File: src/rtl/polytomsg_masked_decode_rng_seed_feeder.sv
// Seed sequencer for the masked-decode RNG core.
// Buffers 32-bit entropy words in a small FIFO, runs a repetition-count
// health test on every accepted word, and on a reseed request builds a
// 96-bit frame, pulses the core reset, streams six seed halfwords and
// finally flags the core as ready once its load latency has elapsed.
// Handshake: a word transfers at a posedge where ent_valid and ent_ready
// are both high; ent_ready is registered and only depends on FIFO fullness.
module polytomsg_masked_decode_rng_seed_feeder #(
    parameter int FIFO_DEPTH = 4,
    parameter int RST_CYC    = 2,
    parameter int PRE_CYC    = 4,
    parameter int LOAD_LAT   = 4,
    parameter int REP_MAX    = 4
) (
    input  logic        clk,
    input  logic        rst,
    input  logic [31:0] ent_data,
    input  logic        ent_valid,
    output logic        ent_ready,
    input  logic        reseed_req,
    output logic        busy,
    output logic        rng_rst_n,
    output logic [15:0] seed,
    output logic        rng_ready,
    output logic        health_err
);

    localparam int AW = $clog2(FIFO_DEPTH);

    localparam logic [2:0] S_IDLE    = 3'd0;
    localparam logic [2:0] S_COLLECT = 3'd1;
    localparam logic [2:0] S_RESET   = 3'd2;
    localparam logic [2:0] S_WAIT    = 3'd3;
    localparam logic [2:0] S_STREAM  = 3'd4;
    localparam logic [2:0] S_SETTLE  = 3'd5;
    localparam logic [2:0] S_DONE    = 3'd6;
    localparam logic [2:0] S_ERR     = 3'd7;

    localparam logic [7:0]  RST_LAST  = 8'(RST_CYC - 1);
    localparam logic [7:0]  PRE_LAST  = 8'(PRE_CYC - 1);
    localparam logic [7:0]  LOAD_LAST = 8'(LOAD_LAT - 1);
    localparam logic [7:0]  REP_LAST  = 8'(REP_MAX - 1);
    localparam logic [AW:0] FULL_CNT  = (AW + 1)'(FIFO_DEPTH);

    logic [31:0]   mem_q [FIFO_DEPTH];
    logic [AW-1:0] wr_ptr_q, wr_ptr_d, rd_ptr_q, rd_ptr_d;
    logic [AW:0]   count_q, count_d;
    logic [31:0]   prev_q, prev_d;
    logic          prev_vld_q, prev_vld_d;
    logic [7:0]    rep_q, rep_d;
    logic [2:0]    state_q, state_d;
    logic [7:0]    cnt_q, cnt_d;
    logic [1:0]    idx_q, idx_d;
    logic [95:0]   frame_q, frame_d;
    logic          seeded_q, seeded_d;
    logic          ent_ready_q, ent_ready_d;
    logic          busy_q, busy_d;
    logic          rng_rst_n_q, rng_rst_n_d;
    logic [15:0]   seed_q, seed_d;
    logic          rng_ready_q, rng_ready_d;
    logic          health_err_q, health_err_d;
    logic          push, pop, trip;

    assign push = ent_valid & ent_ready_q;
    assign pop  = (state_q == S_COLLECT) && (count_q != '0);

    // FIFO pointers and occupancy; pointers wrap naturally (power-of-two depth)
    always_comb begin
        wr_ptr_d = wr_ptr_q;
        rd_ptr_d = rd_ptr_q;
        count_d  = count_q;
        if (push) wr_ptr_d = wr_ptr_q + AW'(1);
        if (pop)  rd_ptr_d = rd_ptr_q + AW'(1);
        case ({push, pop})
            2'b10:   count_d = count_q + (AW + 1)'(1);
            2'b01:   count_d = count_q - (AW + 1)'(1);
            default: count_d = count_q;
        endcase
    end

    // Repetition-count health test over consecutively accepted words
    always_comb begin
        prev_d       = prev_q;
        prev_vld_d   = prev_vld_q;
        rep_d        = rep_q;
        trip         = 1'b0;
        if (push) begin
            prev_d     = ent_data;
            prev_vld_d = 1'b1;
            if (prev_vld_q && (ent_data == prev_q)) begin
                if (rep_q != REP_LAST) rep_d = rep_q + 8'd1;
            end else begin
                rep_d = 8'd0;
            end
            trip = (rep_d == REP_LAST);
        end
        health_err_d = health_err_q | trip;
    end

    // Sequencer FSM; a health trip overrides any transition
    always_comb begin
        state_d  = state_q;
        cnt_d    = cnt_q;
        idx_d    = idx_q;
        frame_d  = frame_q;
        seeded_d = seeded_q;
        case (state_q)
            S_IDLE: begin
                if (reseed_req) begin
                    state_d = S_COLLECT;
                    idx_d   = 2'd0;
                end
            end
            S_COLLECT: begin
                if (pop) begin
                    frame_d = {frame_q[63:0], mem_q[rd_ptr_q]};
                    if (idx_q == 2'd2) begin
                        state_d = S_RESET;
                        cnt_d   = 8'd0;
                    end else begin
                        idx_d = idx_q + 2'd1;
                    end
                end
            end
            S_RESET: begin
                if (cnt_q == RST_LAST) begin
                    state_d  = S_WAIT;
                    cnt_d    = 8'd0;
                    seeded_d = 1'b1;
                end else begin
                    cnt_d = cnt_q + 8'd1;
                end
            end
            S_WAIT: begin
                if (cnt_q == PRE_LAST) begin
                    state_d = S_STREAM;
                    cnt_d   = 8'd0;
                end else begin
                    cnt_d = cnt_q + 8'd1;
                end
            end
            S_STREAM: begin
                if (cnt_q == 8'd5) begin
                    state_d = S_SETTLE;
                    cnt_d   = 8'd0;
                end else begin
                    cnt_d = cnt_q + 8'd1;
                end
            end
            S_SETTLE: begin
                if (cnt_q == LOAD_LAST) begin
                    state_d = S_DONE;
                    cnt_d   = 8'd0;
                end else begin
                    cnt_d = cnt_q + 8'd1;
                end
            end
            S_DONE:  state_d = S_IDLE;
            S_ERR:   state_d = S_ERR;
            default: state_d = S_IDLE;
        endcase
        if (trip) state_d = S_ERR;
    end

    // Output values for the next cycle, derived from the next state
    always_comb begin
        ent_ready_d = (count_d != FULL_CNT);
        busy_d      = (state_d == S_COLLECT) || (state_d == S_RESET) ||
                      (state_d == S_WAIT) || (state_d == S_STREAM) ||
                      (state_d == S_SETTLE);
        rng_rst_n_d = seeded_d && (state_d != S_RESET) && (state_d != S_ERR);
        seed_d      = 16'd0;
        if (state_d == S_STREAM) begin
            case (cnt_d)
                8'd0:    seed_d = frame_q[95:80];
                8'd1:    seed_d = frame_q[79:64];
                8'd2:    seed_d = frame_q[63:48];
                8'd3:    seed_d = frame_q[47:32];
                8'd4:    seed_d = frame_q[31:16];
                default: seed_d = frame_q[15:0];
            endcase
        end
        rng_ready_d = rng_ready_q;
        if (state_d == S_DONE) rng_ready_d = 1'b1;
        if ((state_d == S_COLLECT) || (state_d == S_ERR)) rng_ready_d = 1'b0;
    end

    // FIFO storage; contents need no reset since occupancy guards reads
    always_ff @(posedge clk) begin
        if (push) mem_q[wr_ptr_q] <= ent_data;
    end

    // State and output registers with synchronous reset
    always_ff @(posedge clk) begin
        if (rst) begin
            wr_ptr_q     <= '0;
            rd_ptr_q     <= '0;
            count_q      <= '0;
            prev_q       <= 32'd0;
            prev_vld_q   <= 1'b0;
            rep_q        <= 8'd0;
            state_q      <= S_IDLE;
            cnt_q        <= 8'd0;
            idx_q        <= 2'd0;
            frame_q      <= 96'd0;
            seeded_q     <= 1'b0;
            ent_ready_q  <= 1'b0;
            busy_q       <= 1'b0;
            rng_rst_n_q  <= 1'b0;
            seed_q       <= 16'd0;
            rng_ready_q  <= 1'b0;
            health_err_q <= 1'b0;
        end else begin
            wr_ptr_q     <= wr_ptr_d;
            rd_ptr_q     <= rd_ptr_d;
            count_q      <= count_d;
            prev_q       <= prev_d;
            prev_vld_q   <= prev_vld_d;
            rep_q        <= rep_d;
            state_q      <= state_d;
            cnt_q        <= cnt_d;
            idx_q        <= idx_d;
            frame_q      <= frame_d;
            seeded_q     <= seeded_d;
            ent_ready_q  <= ent_ready_d;
            busy_q       <= busy_d;
            rng_rst_n_q  <= rng_rst_n_d;
            seed_q       <= seed_d;
            rng_ready_q  <= rng_ready_d;
            health_err_q <= health_err_d;
        end
    end

    assign ent_ready  = ent_ready_q;
    assign busy       = busy_q;
    assign rng_rst_n  = rng_rst_n_q;
    assign seed       = seed_q;
    assign rng_ready  = rng_ready_q;
    assign health_err = health_err_q;

endmodule

File: config.mk
export PLATFORM = sky130hd
export DESIGN_NAME = polytomsg_masked_decode_rng_seed_feeder
export DESIGN_NICKNAME = d
export VERILOG_FILES = /design/src/rtl/polytomsg_masked_decode_rng_seed_feeder.sv
export SDC_FILE = /design/constraint.sdc
export NUM_CORES = 1
export LEC_CHECK = 0
export ABC_AREA = 1
export BUFFER_PORTS_ARGS = -buffer_cell sky130_fd_sc_hd__buf_2
export CORE_MARGIN = 1
export CORE_UTILIZATION = 61
export DETAILED_ROUTE_END_ITERATION = 8
export HOLD_SLACK_MARGIN = 0.06
export PLACE_DENSITY_LB_ADDON = 0.12
export SETUP_SLACK_MARGIN = 0.02
export SLEW_MARGIN = 20
export SYNTH_ARGS = -nofsm -noshare
export SYNTH_HDL_FRONTEND = slang
export SYNTH_SLANG_ARGS = --single-unit
File: constraint.sdc
create_clock -name clk -period 3.6 [get_ports clk]
set_input_delay 0.18 -clock clk [delete_from_list [all_inputs] [get_ports clk]]
set_output_delay 0.18 -clock clk [all_outputs]
set_load 0.02 [all_outputs]
==> Flow_metrics.wiki, run 1 <==
{| class="wikitable"
! Metric !! Value
|-
| Die area || 22400 sq um
|-
| Share of the clock period used by the worst path || about four fifths
|-
| Most common cell in the synthesized netlist || nor2_1
|-
| Area fraction of the dominant cell type after synthesis || between 20 and 30%
|-
| Vias in the first global route || a little over 10000
|-
| Portion of the post-synthesis area used by sequential elements || between 50% and 60%
|-
| Number of antenna violations at the first check in global routing || 0
|-
| Startpoint of the worst hold path || rst
|-
| CP Cell Sequence || clkinv_1, nand3_1, nand2_1, o21ai_2, nand3_2, nand2_1, nand2_2, nor2_8, nand2_2, a21oi_4, nand3_1, nor2_1, nor2_1
|-
| Leading cell types by count after synthesis || nor2_1 (333), o21ai_0 (211), dfxtp_1 (179), nand3_1 (165)
|-
| Tmin final || about 2.9 ns
|-
| Global-route wire length before repair || a little over 50000 um
|-
| Num Clock Sinks || just over 300
|-
| 1st-iter DRT viols || 816
|-
| Peak VDD IR || about 0.00047 V
|-
| Leading post-synthesis cells by cell area || edfxtp_1 (29%), dfxtp_1 (27%), nor2_1 (9.4%)
|-
| Fin. max-slew vios || 0
|-
| Critical path launch point type || flip-flop
|-
| Buffer cell driving the clock tree root || clkbuf_16
|-
| Detailed-route vias per instance || 5.74
|-
| Number of rows created at floorplan || 53
|-
| Final worst setup slack || 0.712 ns
|-
| Gate count of the mapped netlist || around 1600
|-
| Total count of hold-check failures in the final report || 0
|-
| Post-synthesis cell type count || 46
|-
| Final instance count without filler cells || between 1500 and 2000
|-
| Slowest cell on crit path || dfxtp_1
|-
| Source of the worst register-to-register timing path || state_q[1]
|-
| Hold Path End || count_q[2]
|-
| Result of the run || complete, no violations
|-
| Overall die height || approximately 150 um
|-
| Utilization of the core after routing || a little under three quarters
|-
| Worst endpoint data arrival time || roughly 3.3 ns
|-
| 1st-pass router iterations || 5
|-
| Share of post-route cells with drive strength above 1 || 10.3%
|-
| Worst reg2reg endpoint || seed[1]
|-
| Final Setup Violations || 0
|-
| Clock buffer count from CTS || 31
|-
| Number of placed I/O pins || 57
|-
| Starting density of the core || 62.8%
|-
| Largest area contributor in the synthesized netlist || edfxtp_1
|-
| Classification of the worst setup path || flip-flop to flip-flop
|-
| Finished layout cell area || 15100 sq um
|-
| Post-detailed-route wirelength per cell || roughly 17 um
|-
| Worst hold path type || input port to flip-flop
|-
| CP Buf/Inv Count || 1
|-
| Routability congestion estimate || 0.856
|-
| Flop2flop setup slack || roughly 0.71 ns
|-
| Net Sw Frac || between 20% and 30%
|-
| Crit path capture type || flip-flop
|-
| Final net count || about 1700
|-
| Maximum number of pins on one net before global-route repair || about 150
|-
| P&R area growth vs syn || 13.4%
|-
| Number of diodes added for antenna fixing || 0
|-
| Reg clk slew, reported paths || around 0.060 ns
|-
| Leakage component of the power || ~6 nW
|-
| Length in cells of the worst reg-to-reg path || 13
|-
| Family with the most delay on the worst path || simple AND/OR/NAND/NOR gates
|-
| CP required || roughly 4.0 ns
|-
| Pre-CTS worst setup slack || between 0.7 and 0.8 ns
|-
| Hold Slack || roughly 0.093 ns
|-
| Pwr Density || 534 nW/um^2
|-
| DRC Markers || 0
|-
| Synthesized flop and latch total || 307
|-
| Number of instances in the placed design || 1815
|-
| FFs w/ async S/R, synth || 0%
|-
| Headroom to the max-slew limit || approximately 43%
|-
| Setup repair after global routing missed its margin || false
|-
| Final ANT Viol Nets || 0
|-
| Overflow left after global routing || 0
|-
| Maximum number of buffers from clock root to sink || 3
|-
| Net load switching power || around 2.0 mW
|-
| Area of the placeable core || between 20000 and 25000 sq um
|-
| Largest fanout on the critical path || 17
|-
| Worst Clk Skew || between 0.008 and 0.009 ns
|-
| Slowest cell delay on critical path || roughly 0.53 ns
|-
| Insertion delay of the later-clocked pin in the worst-skew pair || about 0.55 ns
|-
| Hold Crit Depth || 2
|-
| Instance area at placement || approximately 14000 sq um
|-
| Final Routed Wirelength || 31900 um
|-
| Max-Cap Viols || 0
|-
| Die Wd || around 150 um
|-
| Total number of H-tree levels || 1
|-
| CTS tree || done
|-
| Placed wire-length estimate after detailed placement || a little under 20000 um
|-
| Count of input and output buffers || 56
|-
| Syn nets || 1600
|-
| Total via count in the routed design || between 10000 and 15000
|-
| P_int || slightly above 6 mW
|-
| Setup total negative slack || 0 ns
|-
| Total Power Consumption || approximately 8.1 mW
|-
| Post-Syn Area per Cell || approximately 8.6 sq um
|-
| Combined area of all synthesized cells || ~13000 sq um
|-
| Synth warnings || 0
|-
| Number of synthesized flops with an enable pin || between 100 and 150
|-
| Actual slew at the worst max-slew pin || roughly 0.86 ns
|-
| Fmax || around 0.35 GHz
|-
| Main synth FF type || dfxtp_1
|-
| Clock share of power || around 40%
|-
| Proportion of power drawn by flip-flops and latches || slightly below 50%
|-
| Total global-route track usage || 29.2%
|-
| Share of power burned in combinational logic || between 10% and 20%
|-
| Count of cells resized by post-cts repair || 0
|}
[timing repair]
item                      CTS  global route
hold buffers               33             0
hold endpoints to repair  161             0
buffers inserted            0             0
[routing by layer]
| metal | GRT usage [%] | part of all wire, % | vias to the layer above |
|---|---|---|---|
| met2 | 48.7 | 48 | 333 |
| met5 | 0 | 0 | - |
| met4 | 9.80 | 2.6 | 0 |
| met1 | 39.2 | 44 | 5159 |
| li1 | - | - | 5368 |
| met3 | 4.21 | 6.2 | 66 |
[power by group through the flow]
stage          logic [mW]  registers (mW)  clock network [mW]
2_1_floorplan       0.560            4.01                   0
3_3_place_gp        0.771            4.05                   0
3_5_place_dp        0.787            4.06                   0
4_1_cts             0.822            3.99                3.30
5_1_grt             0.938            4.01                3.42
6_report            0.827            3.99                3.26
[layout make-up]
class / count / area, sq um
multi-input combinational: 1042 / 5070
clock buffer: 36 / 805
sequential: 307 / 7430
clock inverter: 21 / 229
inverter: 117 / 447
fill: 1672 / 6110
tap: 275 / 344
timing repair buffer: 107 / 783
[how the worst max path moves through the flow]
stage                     from   endpoint  slack, ns  depth (start not counted)
floorplan           state_q[0]  ent_ready       0.90                         13
global placement    state_q[1]    seed[4]       0.79                         13
detailed placement  state_q[1]    seed[1]       0.74                         13
CTS                 state_q[1]    seed[1]       0.71                         13
global route        state_q[1]    seed[8]       0.40                         15
finish              state_q[1]    seed[1]       0.71                         13
[cells by family after synthesis]
| family | synth area share [%] |
|---|---|
| simple gates | 22.4 |
| compound gates | 13.4 |
| flops | 55.7 |
| buf+inv | 6.35 |
| xor+xnor | 1.18 |
| fa+ha+maj | 0.995 |
[flip-flops by register name, indices dropped and copies added (netlist names), 2 cells and up]
register,cells
mem_q,128
seed,16
prev_q,32
rep_q,8
idx_q,2
count_q,3
frame_q,96
wr_ptr_q,2
rd_ptr_q,2
cnt_q,8
state_q,3
[worst register-to-register path, stage by stage, from the launching register on]
cell and delay (ns):
dfxtp_1 0.53, clkinv_1 0.23, nand3_1 0.11, nand2_1 0.10, o21ai_2 0.09, nand3_2 0.17
nand2_1 0.12, nand2_2 0.12, nor2_8 0.33, nand2_2 0.16, a21oi_4 0.46, nand3_1 0.14
nor2_1 0.18, nor2_1 0.06
[cells in the final DEF, fill, tap and decap left out, drive strengths merged, types with 2 or more instances in the layout]
cell,Yosys,routed
nand4,22,22
dlygate4sd3,0,33
ha,9,9
o21ai,217,217
inv,114,113
nand3,170,170
buf,24,74
nor2,341,341
a31oi,33,33
clkinv,3,18
clkbuf,64,36
and2,2,2
xnor2,7,7
bufinv,0,5
edfxtp,128,128
nor4,3,3
a21oi,70,70
o211ai,8,8
dfxtp,179,179
nor3,7,7
clkinvlp,0,2
xor2,11,11
nand2,134,134
Power figures use the tool's default switching activity.
==> inputs of run 2 (changes only) <==
==> constraint.sdc (replaced) <==
create_clock -name clk -period 2.9 [get_ports clk]
set_input_delay 0.145 -clock clk [delete_from_list [all_inputs] [get_ports clk]]
set_output_delay 0.145 -clock clk [all_outputs]
set_load 0.02 [all_outputs]
==> Flow_metrics.wiki, run 2 (synthesis results as in run 1) <==
{| class="wikitable"
! Metric !! Value
|-
| 1st-pass router iterations || 5 (unchanged)
|-
| Count of input and output buffers || 56 (unchanged)
|-
| Total via count in the routed design || 10971 (+0.41%)
|-
| DRC Markers || 0 (unchanged)
|-
| Share of post-route cells with drive strength above 1 || 11.0% (+0.66 points)
|-
| Actual slew at the worst max-slew pin || 0.870 ns (+0.0124 ns)
|-
| Fin. max-slew vios || 0 (unchanged)
|-
| Worst Clk Skew || 0.0272 ns (+0.0185 ns)
|-
| 1st-iter DRT viols || 923 (+13%)
|-
| P&R area growth vs syn || 14.2%
|-
| Share of the clock period used by the worst path || 89.7% (+9.4 points)
|-
| Placed wire-length estimate after detailed placement || 19500 um (-0.19%)
|-
| Total number of H-tree levels || 1 (unchanged)
|-
| Clock buffer count from CTS || 31 (unchanged)
|-
| Most common cell after layout, fill and taps aside || nor2_1
|-
| Number of antenna violations at the first check in global routing || 0 (unchanged)
|-
| Reg clk slew, reported paths || 0.06 ns (about the same)
|-
| Largest fanout on the critical path || 48 (+31)
|-
| Vias in the first global route || 10157 (-1.8%)
|-
| Number of instances in the placed design || 1824 (+0.50%)
|-
| Tmin final || 2.60 ns (-0.288 ns)
|-
| Crit path capture type || flip-flop
|-
| Largest registers in the final layout || mem_q (128), frame_q (96), prev_q (32)
|-
| Number of rows created at floorplan || 53 (unchanged)
|-
| Overflow left after global routing || 0 (unchanged)
|-
| Num Clock Sinks || 307 (unchanged)
|-
| Fmax || 0.385 GHz (+11%)
|-
| Setup total negative slack || 0 ns (unchanged)
|-
| CTS tree || done
|-
| Total global-route track usage || 29.2% (-0.050 points)
|-
| Overall die height || 150 um (unchanged)
|-
| Peak VDD IR || 0.000598 V (+28%)
|-
| Biggest register || mem_q
|-
| CP Cell Sequence || clkinv_1, nand3_1, nand2_1, o21ai_2, nand3_2, nand2_1, nand2_1, nor2_2, nand2_4, nor2_8, buf_12, nand3_1, nand3_1, nor2_1, nor2_1
|-
| Flip-flop count of the largest register, all copies and words added || 128 (unchanged)
|-
| Amount of wire on met2 after detailed routing || 15300 um (+0.25%)
|-
| Starting density of the core || 62.8% (unchanged)
|-
| Critical path launch point type || flip-flop
|-
| Max-Cap Viols || 0 (unchanged)
|-
| Final net count || 1663 (+0.67%)
|-
| Most used cells in the layout excluding fill and tap cells || nor2_1 (328), o21ai_0 (211), dfxtp_1 (178)
|-
| Global-route wire length before repair || 51400 um (-0.79%)
|-
| Buffer cell driving the clock tree root || clkbuf_16
|-
| Final ANT Viol Nets || 0 (unchanged)
|-
| Insertion delay of the later-clocked pin in the worst-skew pair || 0.58 ns (+0.03 ns)
|-
| Leakage component of the power || 6.07 nW (+1.3%)
|-
| Worst endpoint data arrival time || 3.10 ns (-0.23 ns)
|-
| Detailed-route vias per instance || 5.72 (-0.22%)
|-
| Die Wd || 150 um (unchanged)
|-
| Classification of the worst setup path || flip-flop to flip-flop
|-
| Utilization of the core after routing || 71.7% (+0.50 points)
|-
| Final Setup Violations || 0 (unchanged)
|-
| Routed length on met1 || 13800 um (-0.64%)
|-
| CP required || 3.39 ns (-0.65 ns)
|-
| Slowest cell delay on critical path || 0.52 ns (about the same)
|-
| Area of the placeable core || 21200 sq um (unchanged)
|-
| Final instance count without filler cells || 1917 (+0.63%)
|-
| Setup repair after global routing missed its margin || false
|-
| Slowest cell on crit path || dfxtp_1
|-
| Headroom to the max-slew limit || 42.0% (-0.76 points)
|-
| Maximum number of buffers from clock root to sink || 3 (unchanged)
|-
| Total count of hold-check failures in the final report || 0 (unchanged)
|-
| Worst hold path type || input port to flip-flop
|-
| Final Routed Wirelength || 32200 um (+0.98%)
|-
| Result of the run || complete, no violations
|-
| Die area || 22400 sq um (unchanged)
|-
| Pwr Density || 663 nW/um^2 (+24%)
|-
| Post-detailed-route wirelength per cell || 16.8 um (+0.35%)
|-
| Highest signal layer in the routed design || met4
|-
| Count of cells resized by post-cts repair || 0 (unchanged)
|-
| Number of hold buffers added after CTS || 35 (+6.1%)
|-
| Number of placed I/O pins || 57 (unchanged)
|-
| Routability congestion estimate || 0.887 (+3.6%)
|-
| Setup Buffers After CTS || 0 (unchanged)
|-
| Number of diodes added for antenna fixing || 0 (unchanged)
|-
| Maximum number of pins on one net before global-route repair || 149 (unchanged)
|-
| Detailed-routed wire length on met3 || 2150 um (+9.3%)
|}
==> run 2: path summary, 6_finish.rpt <==
path,from,to,slack [ns],depth (start not counted)
max,state_q[1],seed[10],0.30,15
max reg2reg,state_q[1],seed[10],0.30,15
min reg2reg,health_err,health_err,0.45,2
min,ent_data[25],mem_q[0][25],0.36,2
==> run 2: layout make-up <==
type	instances	area (sq um)
sequential	307	7430
fill	1645	6010
multi-input combinational	1042	5070
timing repair buffer	118	871
clock buffer	35	801
inverter	117	447
tap	275	344
clock inverter	23	250
==> run 2: power by group <==
| part | internal [mW] | switching (mW) |
|---|---|---|
| combinational | 0.343 | 0.695 |
| clock | 2.43 | 1.68 |
| sequential | 4.77 | 0.172 |
| total | 7.55 | 2.55 |
==> run 2: per-layer routing <==
metal / vias to the layer above / track usage, %
li1: 5392 / -
met1: 5135 / 38.5
met2: 371 / 48.8
met3: 73 / 4.02
met4: 0 / 11.2
met5: - / 0
==> run 2: per-stage QoR <==
step	setup slack [ns]	hold WS, ns	total power, mW	instance area [sq um]
after global placement	0.483	0.386	5.98	13800
final	0.300	0.358	10.1	15200
after detailed placement	0.358	0.385	6.02	13800
after floorplan	0.199	0.244	5.67	13300
after CTS	0.325	0.331	10.1	15200
after global routing	0.0388	0.372	10.4	15200
==> run 2: critical path: cells and delay by family (launching register included) <==
| family | cells | cell delay (ns) |
|---|---|---|
| simple gates | 12 | 1.43 |
| buf+inv | 2 | 0.48 |
| flops | 1 | 0.52 |
| compound gates | 1 | 0.09 |
